## config.mk

```make
export PLATFORM = sky130hd
export DESIGN_NAME = dff_capture_arbiter_flat
export DESIGN_NICKNAME = d
export VERILOG_FILES = /design/src/rtl/dff_arb_pkg.sv /design/src/rtl/dff_capture_arbiter_if.sv /design/src/rtl/rr_pick.sv /design/src/rtl/dff_capture_arbiter.sv /design/src/flat_wrapper.sv
export SDC_FILE = /design/constraint.sdc
export NUM_CORES = 1
export LEC_CHECK = 0
export CAP_MARGIN = 20
export CORE_AREA = 3 3 46 48
export DETAILED_ROUTE_END_ITERATION = 12
export DIE_AREA = 0 0 49 51
export PLACE_DENSITY = 0.77
export SLEW_MARGIN = 20
export SYNTH_ARGS = -nofsm -noshare
export SYNTH_HDL_FRONTEND = slang
export SYNTH_HIERARCHICAL = 1
export SYNTH_SLANG_ARGS = --single-unit
export TNS_END_PERCENT = 10
```

## constraint.sdc

```tcl
create_clock -name clk -period 1.8 [get_ports clk]
set_input_delay 0.36 -clock clk [delete_from_list [all_inputs] [get_ports clk]]
set_output_delay 0.36 -clock clk [all_outputs]
set_load 0.02 [all_outputs]
```

## src/rtl/dff_arb_pkg.sv

```systemverilog
// Shared types and constants for the shared capture-register arbiter.
// Contents: FSM state enum, index-width helper, stats counter width/limit.
package dff_arb_pkg;

  typedef enum logic [0:0] {
    IDLE = 1'b0,
    HOLD = 1'b1
  } arb_state_e;

  localparam int unsigned CNT_W   = 8;
  localparam logic [7:0]  CNT_MAX = 8'd255;

  // Bits needed to hold 0..n-1; never less than one bit.
  function automatic int unsigned idx_w(input int unsigned n);
    return (n > 1) ? $clog2(n) : 1;
  endfunction

endpackage

```

## src/rtl/dff_capture_arbiter_if.sv

```systemverilog
// Requester/capture bus between the producer blocks and the arbiter.
// Signals: req/din (requesters -> arbiter); ack, q, q_valid, q_owner,
// busy, cap_cnt (arbiter -> consumers). master = requester side,
// slave = arbiter side.
interface dff_capture_arbiter_if
  import dff_arb_pkg::*;
#(
  parameter int unsigned NREQ = 4,
  parameter int unsigned W    = 1
) ();

  localparam int unsigned IDX_W = idx_w(NREQ);

  logic [NREQ-1:0]   req;
  logic [NREQ*W-1:0] din;
  logic [NREQ-1:0]   ack;
  logic [W-1:0]      q;
  logic              q_valid;
  logic [IDX_W-1:0]  q_owner;
  logic              busy;
  logic [CNT_W-1:0]  cap_cnt;

  modport master (
    output req, din,
    input  ack, q, q_valid, q_owner, busy, cap_cnt
  );

  modport slave (
    input  req, din,
    output ack, q, q_valid, q_owner, busy, cap_cnt
  );

endinterface

```

## src/rtl/rr_pick.sv

```systemverilog
// Combinational round-robin picker: first set req bit searching from ptr
// upward, wrapping modulo NREQ.
// Ports: req (requests), ptr (search start), any (some request set),
// idx (winning requester index).
module rr_pick
  import dff_arb_pkg::*;
#(
  parameter int unsigned NREQ = 4
) (
  input  logic [NREQ-1:0]           req,
  input  logic [idx_w(NREQ)-1:0]    ptr,
  output logic                      any,
  output logic [idx_w(NREQ)-1:0]    idx
);

  localparam int unsigned IDX_W = idx_w(NREQ);

  logic [NREQ-1:0] rot;
  int unsigned     sum;

  // rot[i] is the request at position ptr+i; scanning downward leaves the
  // lowest offset (closest to ptr) as the final winner.
  always_comb begin
    rot = NREQ'({req, req} >> ptr);
    any = |req;
    idx = '0;
    sum = 0;
    for (int i = int'(NREQ) - 1; i >= 0; i--) begin
      if (rot[i]) begin
        sum = 32'(ptr) + 32'(i);
        if (sum >= NREQ) sum = sum - NREQ;
        idx = IDX_W'(sum);
      end
    end
  end

endmodule

```

## src/rtl/dff_capture_arbiter.sv

```systemverilog
// Round-robin arbiter sharing one W-bit capture register among NREQ
// requesters. A winner's data is captured, acked for one cycle and held
// with q_valid high for HOLD_CYC cycles before the next arbitration.
// Ports: clk, rst_n (async active-low), bus (slave side of
// dff_capture_arbiter_if: req, din in; ack, q, q_valid, q_owner, busy,
// cap_cnt out).
// Build option: define CAP_STATS_EN for a saturating 8-bit capture count on
// cap_cnt; otherwise cap_cnt is constant zero.
module dff_capture_arbiter
  import dff_arb_pkg::*;
#(
  parameter int unsigned NREQ     = 4,
  parameter int unsigned W        = 1,
  parameter int unsigned HOLD_CYC = 2
) (
  input  logic                  clk,
  input  logic                  rst_n,
  dff_capture_arbiter_if.slave  bus
);

  localparam int unsigned IDX_W = idx_w(NREQ);
  localparam int unsigned HC_W  = idx_w(HOLD_CYC);

  arb_state_e       state_q, state_d;
  logic [IDX_W-1:0] ptr_q, ptr_d;
  logic [HC_W-1:0]  hold_q, hold_d;
  logic [W-1:0]     q_q, q_d;
  logic             q_valid_q, q_valid_d;
  logic [IDX_W-1:0] owner_q, owner_d;
  logic [NREQ-1:0]  ack_q, ack_d;
  logic             busy_q, busy_d;

  logic             pick_any;
  logic [IDX_W-1:0] pick_idx;

  rr_pick #(.NREQ(NREQ)) u_pick (
    .req (bus.req),
    .ptr (ptr_q),
    .any (pick_any),
    .idx (pick_idx)
  );

  // Next-state and registered-output logic; ack defaults low so it pulses.
  always_comb begin
    state_d   = state_q;
    ptr_d     = ptr_q;
    hold_d    = hold_q;
    q_d       = q_q;
    q_valid_d = q_valid_q;
    owner_d   = owner_q;
    ack_d     = '0;
    busy_d    = busy_q;
    case (state_q)
      IDLE: begin
        if (pick_any) begin
          state_d   = HOLD;
          q_d       = W'(bus.din >> (32'(pick_idx) * W));
          owner_d   = pick_idx;
          ack_d     = NREQ'(1) << pick_idx;
          q_valid_d = 1'b1;
          busy_d    = 1'b1;
          hold_d    = HC_W'(HOLD_CYC - 1);
          ptr_d     = (pick_idx == IDX_W'(NREQ - 1)) ? '0 : pick_idx + 1'b1;
        end
      end
      HOLD: begin
        if (hold_q == '0) begin
          state_d   = IDLE;
          q_valid_d = 1'b0;
          busy_d    = 1'b0;
        end else begin
          hold_d = hold_q - 1'b1;
        end
      end
      default: state_d = IDLE;
    endcase
  end

  // State and output registers.
  always_ff @(posedge clk or negedge rst_n) begin
    if (!rst_n) begin
      state_q   <= IDLE;
      ptr_q     <= '0;
      hold_q    <= '0;
      q_q       <= '0;
      q_valid_q <= 1'b0;
      owner_q   <= '0;
      ack_q     <= '0;
      busy_q    <= 1'b0;
    end else begin
      state_q   <= state_d;
      ptr_q     <= ptr_d;
      hold_q    <= hold_d;
      q_q       <= q_d;
      q_valid_q <= q_valid_d;
      owner_q   <= owner_d;
      ack_q     <= ack_d;
      busy_q    <= busy_d;
    end
  end

  assign bus.ack     = ack_q;
  assign bus.q       = q_q;
  assign bus.q_valid = q_valid_q;
  assign bus.q_owner = owner_q;
  assign bus.busy    = busy_q;

`ifdef CAP_STATS_EN
  logic [CNT_W-1:0] cap_cnt_q, cap_cnt_d;

  // Saturating capture count; a capture is an IDLE cycle with a winner.
  always_comb begin
    cap_cnt_d = cap_cnt_q;
    if ((state_q == IDLE) && pick_any && (cap_cnt_q != CNT_MAX))
      cap_cnt_d = cap_cnt_q + 8'd1;
  end

  always_ff @(posedge clk or negedge rst_n) begin
    if (!rst_n) cap_cnt_q <= '0;
    else        cap_cnt_q <= cap_cnt_d;
  end

  assign bus.cap_cnt = cap_cnt_q;
`else
  assign bus.cap_cnt = '0;
`endif

endmodule

```

## src/flat_wrapper.sv

```systemverilog
// flat-port wrapper written by rule: the top's interface ports become plain ports
module dff_capture_arbiter_flat import dff_arb_pkg::*;
#(
  parameter int unsigned NREQ     = 4,
  parameter int unsigned W        = 1,
  parameter int unsigned HOLD_CYC = 2
)
  (clk, rst_n, bus_req, bus_din, bus_ack, bus_q, bus_q_valid, bus_q_owner, bus_busy, bus_cap_cnt);
  dff_capture_arbiter_if #(.NREQ(NREQ), .W(W)) bus_i ();
  input  logic clk;
  input  logic rst_n;
  input wire logic [$bits(bus_i.req)-1:0] bus_req;
  input wire logic [$bits(bus_i.din)-1:0] bus_din;
  output wire logic [$bits(bus_i.ack)-1:0] bus_ack;
  output wire logic [$bits(bus_i.q)-1:0] bus_q;
  output wire logic [$bits(bus_i.q_valid)-1:0] bus_q_valid;
  output wire logic [$bits(bus_i.q_owner)-1:0] bus_q_owner;
  output wire logic [$bits(bus_i.busy)-1:0] bus_busy;
  output wire logic [$bits(bus_i.cap_cnt)-1:0] bus_cap_cnt;
  assign bus_i.req = bus_req;
  assign bus_i.din = bus_din;
  assign bus_ack = bus_i.ack;
  assign bus_q = bus_i.q;
  assign bus_q_valid = bus_i.q_valid;
  assign bus_q_owner = bus_i.q_owner;
  assign bus_busy = bus_i.busy;
  assign bus_cap_cnt = bus_i.cap_cnt;
  dff_capture_arbiter #(.NREQ(NREQ), .W(W), .HOLD_CYC(HOLD_CYC)) u_core (.clk(clk), .rst_n(rst_n), .bus(bus_i));
endmodule
```

==> metrics.cfg, run 1 <==
[timing]
finClkSkew_ps=4.84
finalSetupViolCount=0
fin_tns_setup_ps=0
rsz0062_at_grt=yes
fmax_ghz=0.558
hold_viol=0
period_needed_ps=1790
period_share_pct=99.5
tightestPinTransition_ps=516
slew_viol_final=0
slew_headroom_pct=65.5

[floorplanning]
fp-row-count=15
io_pins=27
die_h_um=51
die_area_um2=2500
core_area_um2=1750
die_w_um=49
start_util_pct=37.3

[yosys]
synth_most_common_cell=dfrtp_1
synth_top_family_by_area=multiplexers
synthFlopType=dfrtp_1
ys_types=22
muxShareOfSynthArea_pct=14.2
synth_cells=58
ys_warn_count=6
synthTopCellsByArea=dfrtp_1 (46%), buf_4 (10%), ha_1 (7.7%)
synthesis.area_um2=651
synthTopCellsByCount=dfrtp_1 (12), buf_4 (9)
synth_xor_xnor_area_share_pct=0
synth_enable_flop_cells=0
ys_ff_latch=12
ys_async_sr_fraction_pct=100
synth_compound_area_share_pct=6.73
synthAdderAreaFrac_pct=7.69
seq_area_frac_synth_pct=46.2
synth-simple-area-share_pct=11.7
synth_area_per_cell_um2=11.2
synth_top_area_share_pct=46.2
yosysTopAreaCell=dfrtp_1

[worst_setup_path]
endpoint_kind=flip-flop
critPathSlowestCell=mux4_2
max_stage_delay_ps=520
crit_fanout=5
worstSetupPathType=flip-flop to flip-flop
crit_path_start_kind=flip-flop
required_ps=1960
crit_arrival_ps=1950
crit_chain=mux2i_1, a211oi_4, mux4_2, mux2_4

[clock_tree]
cts_setup_buffers=0
htreeDepth=1
postCtsHoldBufs=0
clock_tree.root_cell=clkbuf_4
cts_buffer_depth=2
cts_tree=done
clock-sinks=12
path_clk_slew_ps=80
cts_buffers=3
clk_latency_ps=270

[global_route]
gr-total-overflow=0
grt_pass1_wl_um=1740
antenna_found_initial=0
first_global_vias=378
grt_max_degree=13
track_usage_pct=9.65

[pwr]
total_power_w=0.00144
power_switching_w=0.000507
p_int_w=0.000935
combinationalPowerShare_pct=52.2
leakage_nw=0.451
peakVddDrop_uv=560
switching_share_pct=35.1
pwr_density_cell_nw_per_um2=1540
p_seq_share_pct=33.1
power.share.clock_pct=14.7

[final_layout]
nets=99
num_antenna_cells=0
fillers=157
area_delta_synth_final_pct=44.0
drive_gt1_share_pct=26.2
final_design_area_no_fill_um2=937

[place]
postPlaceCellArea_um2=885
io_buffer_count=18
hpwl_um=884
place_congestion=0.687

[routing]
wl_um=1090
avgRoutedWirePerCell_um=9.99
drc=0
via_count=462
firstDrtPassIters=4
ant_nets=0
drt_iter0_drc=6
routed_via_density=4.24

[run]
max-cap-violations=0

[outcome]
status=complete, no violations

[worst_hold_path]
hp-class=primary input to async pin

## routing by layer
layer	vias to the layer above	global-route usage (%)	wire length (um)	part of all wire, %
li1	226	-	-	-
met1	215	10.4	420	39
met2	18	14.9	569	52
met3	3	6.12	84	7.7
met4	0	4.27	16	1.5
met5	-	0	0	0
## final cells by class
class	count	area, um2	share of cell area (%)
repair buffers	25	240	25.6
inverters	3	11.3	1.20
well taps	25	31.3	3.34
multi-input cells	40	317	33.8
flip-flops and latches	12	302	32.2
clock buffers	4	36.3	3.87
## registers in the layout, summed over array words and instances, names as in the netlist
register / count
u_core/bus.ack: 4
u_core/bus.q_owner: 2
u_core/ptr_q: 2
u_core/bus.q: 1
u_core/bus.q_valid: 1
u_core/hold_q: 1
u_core/state_q: 1
## cell usage in the layout, fill, tap and decap left out, types with 3 or more instances in the layout
cell type and instances:
and2_1 4, buf_4 6, clkbuf_4 3, clkdlybuf4s50_1 15
conb_1 8, dfrtp_1 11, ha_1 4, inv_1 3
mux2_2 4, nor2_1 4
## metrics by stage
stage | utilization [%] | std cells | setup WS, ps | hold slack [ps]
floorplan | - | 65 | 12.1 | 64.4
global placement | 50.7 | 105 | -407 | 461
detailed placement | 50.7 | 105 | -429 | 462
CTS | 52.8 | 109 | -116 | 431
global route | 53.7 | 109 | -56.0 | 444
finish | 53.7 | 109 | 9.32 | 423
## power groups by stage
stage	Sequential [W]	Clock (W)	Combinational, W
floorplan	0.000557	0	0.000377
global placement	0.000473	0	0.000741
detailed placement	0.000477	0	0.000750
CTS	0.000473	0.000224	0.000752
global route	0.000499	0.000242	0.000812
finish	0.000477	0.000212	0.000753
## what timing repair did
action | 4_1_cts | 5_1_grt
setup endpoints to repair | 6 | 6
hold endpoints to repair | 0 | 0
pin swaps | 0 | 1
resized for setup | 2 | 5
## path summary, 6_finish.rpt
path | slack (ps) | cells past startpoint | startpoint | end
max | 9 | 4 | u_core/ptr_q[1] | u_core/bus.q
min | 420 | 1 | rst_n | u_core/bus.ack[0]
max reg2reg | 9 | 4 | u_core/ptr_q[1] | u_core/bus.q
min reg2reg | 490 | 1 | u_core/state_q | u_core/hold_q
max in group asynchronous | 1010 | 1 | rst_n | u_core/ptr_q[1]
min in group clk | 490 | 1 | u_core/state_q | u_core/hold_q
## cells by family (layout without fill, tap and decap cells)
kind of cell	after synthesis	in the layout
mux	7	7
buf+inv	13	32
flops	12	12
fa+ha+maj	4	4
compound gates	7	7
simple gates	14	14
other cells	1	8
## critical path, delay by kind of cell (launching register included)
family,cells,cell delay (ps)
compound gates,1,280
flops,1,450
mux,3,940
No activity file was read; power rests on OpenSTA's default activity.
==> inputs of run 2 (changes only) <==
- CORE_AREA: 3 3 46 48 -> 3 3 40 42
- DIE_AREA: 0 0 49 51 -> 0 0 43 45
- DONT_BUFFER_PORTS: not set -> 1
- PLACE_DENSITY: 0.77 -> 0.71
- SKIP_CTS_REPAIR_TIMING: not set -> 1
==> run 2 against run 1 <==
  * Critical path depth unchanged
  * Worst setup slack better by 3.8 ps
  * Combinational power down 45%
  * First-iteration DRC count is 33% higher
  * Largest cell class unchanged
==> metrics.cfg, run 2 (synthesis gave the netlist of run 1 again) <==
[floorplanning]
io_pins=27
die_h_um=45
start_util_pct=50.6
die_w_um=43
die_area_um2=1940
core_area_um2=1280
fp-row-count=13

[run]
max-cap-violations=0

[final_layout]
largest_reg_flops=4
final_cell_mix=dfrtp_1 (12), conb_1 (8)
mostFrequentLayoutCell=dfrtp_1
nets=77
fin_cells=77
area_delta_synth_final_pct=8.08
drive_gt1_share_pct=24.2
num_antenna_cells=0
fin_util_pct=54.7

[clock_tree]
cts_tree=done
clk_latency_ps=280
clock-sinks=12
cts_buffer_depth=2
path_clk_slew_ps=80
cts_buffers=3
htreeDepth=1
clock_tree.root_cell=clkbuf_4

[timing]
finClkSkew_ps=9.75
hold_slack_ps=367
slew_viol_final=0
finalSetupViolCount=0
fin_tns_setup_ps=0
slew_headroom_pct=50.6
fmax_ghz=0.560
period_share_pct=99.3
hold_viol=0
period_needed_ps=1790
tightestPinTransition_ps=739
rsz0062_at_grt=yes

[worst_setup_path]
crit_fanout=5
crit_arrival_ps=1960
worstSetupPathType=flip-flop to flip-flop
crit_path_start_kind=flip-flop
r2r_cells=4
rrSetupSlack_ps=10
path_depth=4
crit_chain=mux2i_1, a211oi_4, mux4_2, mux2_4
max_stage_delay_ps=540
crit_buf_inv=0
endpoint_kind=flip-flop
crit_family=multiplexers
required_ps=1970
critPathSlowestCell=mux4_2

[outcome]
status=complete, no violations

[pwr]
pwr_density_cell_nw_per_um2=1740
total_power_w=0.00123
peakVddDrop_uv=1100
leakage_nw=0.340

[routing]
routed_via_density=4.96
ant_nets=0
drt_iter0_drc=8
avgRoutedWirePerCell_um=15.1
wl_um=1160
via_count=382
firstDrtPassIters=4
drc=0

[global_route]
grt_pass1_wl_um=1750
track_usage_pct=12.8
gr-total-overflow=0
grt_max_degree=13
first_global_vias=372
antenna_found_initial=0

[place]
io_buffer_count=0
hpwl_um=872
place_congestion=0.859
dp_cells=72

[worst_hold_path]
hp-class=primary input to flip-flop
whs_path_depth=3

## run 2: final cells by class
class                           count  area, um2
Clock buffer                        4       36.3
Fill cell                         114        582
Inverter                            3       11.3
Multi-Input combinational cell     40        312
Sequential cell                    12        300
Tap cell                           15       18.8
Timing Repair Buffer                3       25.0
## run 2: worst reg2reg max path: cells and delay by family, from the launching register on
kind	cells	cell delay, ps
muxes	3	1000
DFF	1	440
AOI/OAI and AO/OA	1	250
## run 2: where the power goes
part | internal (W) | leakage [nW] | total [W] | switching [W]
Combinational | 0.000221 | 0.171 | 0.000414 | 0.000193
Sequential | 0.000390 | 0.148 | 0.000597 | 0.000207
Clock | 0.000123 | 0.0210 | 0.000216 | 0.0000931
## run 2: per-layer routing
layer  vias to the layer above  GRT usage, %  routed length, um
li1                        184             -                  -
met1                       182          12.3                407
met2                        13          22.8                650
met3                         3          8.37                 92
met4                         0          3.61                 10
met5                         -             0                  0
## run 2: path summary, 6_finish.rpt
check | startpoint | end
setup / recovery | u_core/ptr_q[1] | u_core/bus.q
hold / removal | bus_req[1] | u_core/hold_q
setup reg to reg | u_core/ptr_q[1] | u_core/bus.q
hold reg to reg | u_core/state_q | u_core/hold_q
max in group asynchronous | rst_n | u_core/ptr_q[1]
min in group asynchronous | rst_n | u_core/bus.ack[0]
## run 2: stage by stage
step | area [um2] | worst slack (ps)
6_report | 703 | 13.1
5_1_grt | 703 | -44.2
3_5_place_dp | 654 | 7.35
3_3_place_gp | 654 | 74.3
4_1_cts | 691 | 6.35
2_1_floorplan | 693 | 12.1
